<file path="src/rtl/staged_bank_register.sv">
// staged_bank_register
//   Multi-lane bank register for the cartridge flash high-address and mode logic.
//   The value is LANES x 8 bits wide. Software writes it one byte at a time from
//   the 8-bit CoCo data bus into a shadow copy. A commit then copies the shadow
//   to the active output q in one edge, so the flash bank address never shows a
//   half-updated value. Writes are accepted only after a two-byte unlock key
//   (KEY0 then KEY1, written back-to-back to the control address).
//
//   Optional feature: define STAGED_BANK_AUTO_COMMIT_EN to make a write to the
//   top lane (LANES-1) also commit in the same edge. Without the macro, only a
//   control write with d[0] = 1 commits.
//
// Ports:
//   clock    in   bus clock (CoCo E); all state changes on its falling edge
//   reset    in   asynchronous, active-high reset
//   we       in   write strobe, sampled on the falling edge of clock
//   addr     in   [ADDR_W] 0..LANES-1 shadow lanes, LANES control, above unused
//   d        in   [8] write data
//   rd_data  out  [8] combinational read-back of the selected register
//   q        out  [8*LANES] active value, lane n = q[8n+7:8n]
//   locked   out  1 while the register is not unlocked
//   pending  out  1 while shadow differs from q
module staged_bank_register #(
    parameter int                 LANES  = 3,
    parameter int                 ADDR_W = 3,
    parameter logic [8*LANES-1:0] RESET  = '0,
    parameter logic [7:0]         KEY0   = 8'h55,
    parameter logic [7:0]         KEY1   = 8'hAA
) (
    input  logic                 clock,
    input  logic                 reset,
    input  logic                 we,
    input  logic [ADDR_W-1:0]    addr,
    input  logic [7:0]           d,
    output logic [7:0]           rd_data,
    output logic [8*LANES-1:0]   q,
    output logic                 locked,
    output logic                 pending
);

    // The encoding is visible through the control read-back, so it is fixed.
    typedef enum logic [1:0] {
        ST_LOCKED   = 2'd0,
        ST_KEY_WAIT = 2'd1,
        ST_UNLOCKED = 2'd2
    } state_t;

    localparam logic [ADDR_W-1:0] CTRL_ADDR = ADDR_W'(LANES);
`ifdef STAGED_BANK_AUTO_COMMIT_EN
    localparam logic [ADDR_W-1:0] TOP_LANE  = ADDR_W'(LANES - 1);
`endif

    state_t             state_q, state_d;
    logic [8*LANES-1:0] shadow_q, shadow_d;
    logic [8*LANES-1:0] active_q, active_d;

    always_ff @(negedge clock or posedge reset) begin
        if (reset) begin
            state_q  <= ST_LOCKED;
            shadow_q <= RESET;
            active_q <= RESET;
        end else begin
            state_q  <= state_d;
            shadow_q <= shadow_d;
            active_q <= active_d;
        end
    end

    always_comb begin
        state_d  = state_q;
        shadow_d = shadow_q;
        active_d = active_q;

        if (we) begin
            if (addr == CTRL_ADDR) begin
                case (state_q)
                    ST_LOCKED: begin
                        if (d == KEY0) state_d = ST_KEY_WAIT;
                    end
                    ST_KEY_WAIT: begin
                        // A repeated KEY0 keeps the sequence armed.
                        if (d == KEY1)      state_d = ST_UNLOCKED;
                        else if (d == KEY0) state_d = ST_KEY_WAIT;
                        else                state_d = ST_LOCKED;
                    end
                    ST_UNLOCKED: begin
                        // Commit uses the pre-edge shadow, so d = 8'h81
                        // commits and then locks in the same edge.
                        if (d[0]) active_d = shadow_q;
                        if (d[7]) state_d  = ST_LOCKED;
                    end
                    default: state_d = ST_LOCKED;
                endcase
            end else if (addr < CTRL_ADDR) begin
                if (state_q == ST_UNLOCKED) begin
                    for (int i = 0; i < LANES; i++) begin
                        if (addr == ADDR_W'(i)) shadow_d[8*i +: 8] = d;
                    end
`ifdef STAGED_BANK_AUTO_COMMIT_EN
                    // The top lane write carries its own byte into q.
                    if (addr == TOP_LANE) active_d = shadow_d;
`endif
                end else if (state_q == ST_KEY_WAIT) begin
                    // The key must be two back-to-back control writes.
                    state_d = ST_LOCKED;
                end
            end else begin
                if (state_q == ST_KEY_WAIT) state_d = ST_LOCKED;
            end
        end
    end

    assign q       = active_q;
    assign locked  = (state_q != ST_UNLOCKED);
    assign pending = (shadow_q != active_q);

    always_comb begin
        rd_data = 8'h00;
        if (addr == CTRL_ADDR) begin
            rd_data = {locked, pending, 4'b0000, state_q};
        end else begin
            for (int i = 0; i < LANES; i++) begin
                if (addr == ADDR_W'(i)) rd_data = shadow_q[8*i +: 8];
            end
        end
    end

endmodule
</file>
<file path="config.mk">
export PLATFORM = sky130hd
export DESIGN_NAME = staged_bank_register
export DESIGN_NICKNAME = d
export VERILOG_FILES = /design/src/rtl/staged_bank_register.sv
export SDC_FILE = /design/constraint.sdc
export NUM_CORES = 1
export LEC_CHECK = 0
export ABC_CLOCK_PERIOD_IN_PS = 3300
export BUFFER_PORTS_ARGS = -buffer_cell sky130_fd_sc_hd__buf_2
export CAP_MARGIN = 0
export CORE_AREA = 3 3 99 101
export CTS_BUF_LIST = sky130_fd_sc_hd__clkbuf_4 sky130_fd_sc_hd__clkbuf_8 sky130_fd_sc_hd__clkbuf_16
export DETAILED_ROUTE_END_ITERATION = 16
export DIE_AREA = 0 0 102 104
export PLACE_DENSITY = 0.46
export RECOVER_POWER = 50
export SKIP_LAST_GASP = 1
export SYNTH_ARGS = -nofsm -noshare
export SYNTH_HDL_FRONTEND = slang
export SYNTH_SLANG_ARGS = --single-unit
</file>
<file path="constraint.sdc">
create_clock -name clock -period 3.3 [get_ports clock]
set_input_delay 0.99 -clock clock [delete_from_list [all_inputs] [get_ports clock]]
set_output_delay 0.99 -clock clock [all_outputs]
set_load 0.02 [all_outputs]
</file>
* After elaboration in Yosys (flattened, before gate mapping)
Cells that the tools add are included.
** Word-level totals
- RAM bits :: 0
- Logic and storage cells :: 39
- Output and inout bits :: 34
- Flip-flop bits (word level) :: 50
- ROM bits :: 0
- Latch bits :: 0
- Memories :: 0
** Cells by class
- Divide/modulo/power cells :: 0
- Shift operators :: 0
- Muxes and demuxes :: 13
- $lt $le $gt $ge :: 1
- Reduce and logical (&&, ||, !) cells :: 7
- Bitwise gates (word level) :: 1
- Multiply operators :: 0
- Add/sub/neg operators :: 0
- Equal/unequal tests :: 12
** Operator list (count)
- $mux 8 :: 4
- $ne 24x24->1 :: 1
- $reduce_and 5->1 :: 3
- $mux 2 :: 7
- $eq 8x7->1 const B :: 1
- $eq 8x8->1 const B :: 1
- $reduce_and 4->1 :: 2
- $eq 3x2->1 const B :: 2
- $ne 3x3->1 const B :: 2
- $pmux 2 s3 :: 1
- $eq 3x1->1 const B :: 1
- $logic_not 3->1 :: 1
- $lt 3x2->1 const B :: 1
- $ne 3x2->1 const B :: 1
- $eq 2x1->1 const B :: 1
- $eq 2x2->1 const B :: 1
- $logic_not 2->1 :: 1
- $ne 2x2->1 const B :: 1
- $mux 1 :: 1
- $not 1->1 :: 1

* Longest topological paths before layout
- Depth in word-level cells :: 5
- Depth in mapped cells :: 5

==> flow_summary.toml <==
[run_status]
outcome = "finished with violations"
violations = "negative setup slack"

[timing]
hold_ws_ns = 0.5468
finalWorstSetupSlack_ns = -1.036
rsz0062_at_grt = "yes"
slew_headroom = 0.6854
hold_violations = 0
finalSetupViolations = 82
finalClockSkew_ns = 0.003847
worstMarginPinSlew_ns = 0.4693
drv_slew = 0

[clock_tree]
cts_hold_buf = 0
cts_buffers = 5
clkLatencyLatePin_ns = 0.30
cts_tree = "built"
cts-root-buf = "clkbuf_8"
htreeDepth = 2
clockBufferDepth = 2
clock_sinks = 50
clk_pin_slew_ns = 0.06

[drt]
first_iter_violations = 48
drc = 0
vias_per_cell = 4.521
vias = 2012
ant_nets = 0
drt_wl_total_um = 7511
drt_pass1_iterations = 4
wire_per_inst_um = 16.88

[logic_synthesis]
synthesis.nets = 207
netlist_instances = 193
synth-edff-count = 0
yosys_warnings = 0
synth_top_cell_by_area = "dfrtn_1"
avgSynthCellArea_sq_um = 13.08
yosys_most_used_dff = "dfrtn_1"
synth.distinct_cells = 32
ys_top_cells_by_area = "dfrtn_1, mux2_2, xnor2_1"
seq_area_frac_synth = 0.4958
synth_seq_cells = 50
async_flop_share = 1.000
synth_area_sq_um = 2524
synth_top_area_share = 0.4958

[pwr]
power.switching_uw = 256.4
p_leak_nw = 2.123
total_power_mw = 1.125
p_per_area_nw_per_um2 = 257.5
intPower_uw = 868.2
switching_share = 0.2280
p_seq_frac = 0.547
pwr-share-comb = 0.080
peakVddDrop_uv = 149.9
clock_power_share = 0.372

[finish]
syn_to_final_growth_pct = 73.03
multi_input_area_sq_um = 1491
fillers = 828
regArea_sq_um = 1251
drive_gt1_frac = 0.6737
stdcell_area_sq_um = 4367
diodes = 0
num-nets-final = 347

[grt]
grtUsageMet3 = 0.02213
antenna_found_initial = 0
grt_start_max_net_pins = 25
grt_pass1_wl_um = 12240
grt_busiest_layer = "met2"
grt_use_met2 = 0.2358
track_usage = 0.1499
met1_usage = 0.2181
overflow = 0
grt_pass1_vias = 2210

[place]
gp_congestion = 0.7636
port_buffers = 47
detailed_place_hpwl_um = 5552
placed_area_sq_um = 3597

[worst_setup_path]
cp_cell_sequence = "xnor2_2, nand4_1, nor4_4, a31oi_2, buf_2"
slowest_stage = "dfrtn_1"
critPathRequiredTime_ns = 2.31
cp.arrival_ns = 3.35
critPathKind = "reg2out"
crit_path_max_incr_delay_ns = 0.45
path_max_fanout = 2
start_kind = "flop"
critPathCaptureType = "primary output"

[floorplanning]
coreArea_sq_um = 9109
die_y_um = 104
die_w_um = 102
start_util = 0.2771
rows = 35
ioPinCount = 48
die-area_sq_um = 10610

[hold_path]
worst_hold_path_type = "reg2reg"

[flow_run]
cap_violations = 0
-- final cells by class --
type	instances	area share
clock buffer	8	0.02521
inverter	5	0.004585
multi-input combinational	132	0.3415
sequential	50	0.2865
tap	111	0.03181
timing repair buffer	139	0.3103
-- path summary, 6_finish.rpt --
check                           slack (ns)    startpoint  depth (start not counted)      endpoint
worst min register to register        0.55  shadow_q[14]                          1         q[14]
min in group asynchronous             2.21         reset                          2  shadow_q[12]
worst min-delay path                  0.55  shadow_q[14]                          1         q[14]
worst max-delay path                 -1.04   shadow_q[1]                          5    rd_data[6]
max in group asynchronous             0.28         reset                          3  shadow_q[22]
worst max register to register        1.34    state_q[1]                          6  shadow_q[12]
-- per-layer routing --
layer,wire (um),vias up
met5,0,-
met4,72,0
met3,230,6
met2,3728,40
met1,3479,994
li1,-,972
-- cells by family (layout without fill, tap and decap cells) --
group / after synthesis / in the layout / share of synthesized area
flip-flops: 50 / 50 / 0.4958
AO/OA/AOI/OAI: 14 / 14 / 0.03173
multiplexers: 54 / 54 / 0.2583
buffers and inverters: 11 / 152 / 0.02578
XOR/XNOR: 24 / 24 / 0.08329
AND/OR/NAND/NOR: 40 / 40 / 0.1051
-- registers in the layout (all words and copies together), names as in the netlist --
register	flops
q	24
state_q	2
shadow_q	24
-- per-stage QoR --
stage | TNS, ns | setup WS (ns) | instances | util
finish | -29.33 | -1.036 | 445 | 0.4794
global placement | -36.62 | -0.7397 | 423 | 0.3949
CTS | -29.55 | -1.061 | 440 | 0.4635
global route | -32.53 | -1.125 | 445 | 0.4794
floorplan | -28.65 | -0.6519 | 193 | -
detailed placement | -37.20 | -0.7328 | 423 | 0.3949
-- worst max-delay path: cells and delay by family, from the launching register on --
| kind | cells | cell delay (ns) |
|---|---|---|
| XOR/XNOR | 1 | 0.14 |
| flip-flops | 1 | 0.45 |
| AO/OA/AOI/OAI | 1 | 0.12 |
| AND/OR/NAND/NOR | 2 | 0.50 |
| buffers and inverters | 1 | 0.17 |
-- cells in the mapped netlist (2+ instances only) --
| master | instances |
|---|---|
| a21oi_1 | 5 |
| buf_6 | 3 |
| clkbuf_1 | 2 |
| dfrtn_1 | 50 |
| inv_1 | 5 |
| mux2_1 | 2 |
| mux2_2 | 39 |
| mux2_4 | 7 |
| mux2i_1 | 4 |
| mux4_2 | 2 |
| nand2_1 | 6 |
| nand4_1 | 7 |
| nor2_1 | 10 |
| nor2b_1 | 5 |
| nor4b_1 | 2 |
| o21ai_0 | 5 |
| xnor2_1 | 24 |
-- repair_timing --
| item | in CTS | in global routing |
|---|---|---|
| setup endpoints to repair | 82 | 84 |
| gates resized for setup | 126 | 39 |
| cloned | 1 | 0 |
| pin swaps | 9 | 11 |
| setup buffers | 18 | 15 |
-- cell usage in the layout (no fill, tap or decap), drive strengths merged, types with 2 or more instances in the layout --
master / count
a21oi: 5
buf: 138
clkbuf: 9
dfrtn: 50
inv: 4
mux2: 48
mux2i: 4
mux4: 2
nand2: 6
nand4: 7
nor2: 10
nor2b: 5
nor3: 2
nor4: 2
nor4b: 2
o21ai: 5
xnor2: 24
-- power groups by stage --
stage / sequential, mW / clock, mW / combinational, mW
floorplan: 0.627 / 0 / 0.0340
global placement: 0.627 / 0 / 0.0827
global route: 0.616 / 0.455 / 0.0978
detailed placement: 0.627 / 0 / 0.0822
CTS: 0.616 / 0.432 / 0.0896
finish: 0.616 / 0.419 / 0.0902
No activity file was read; power rests on OpenSTA's default activity.
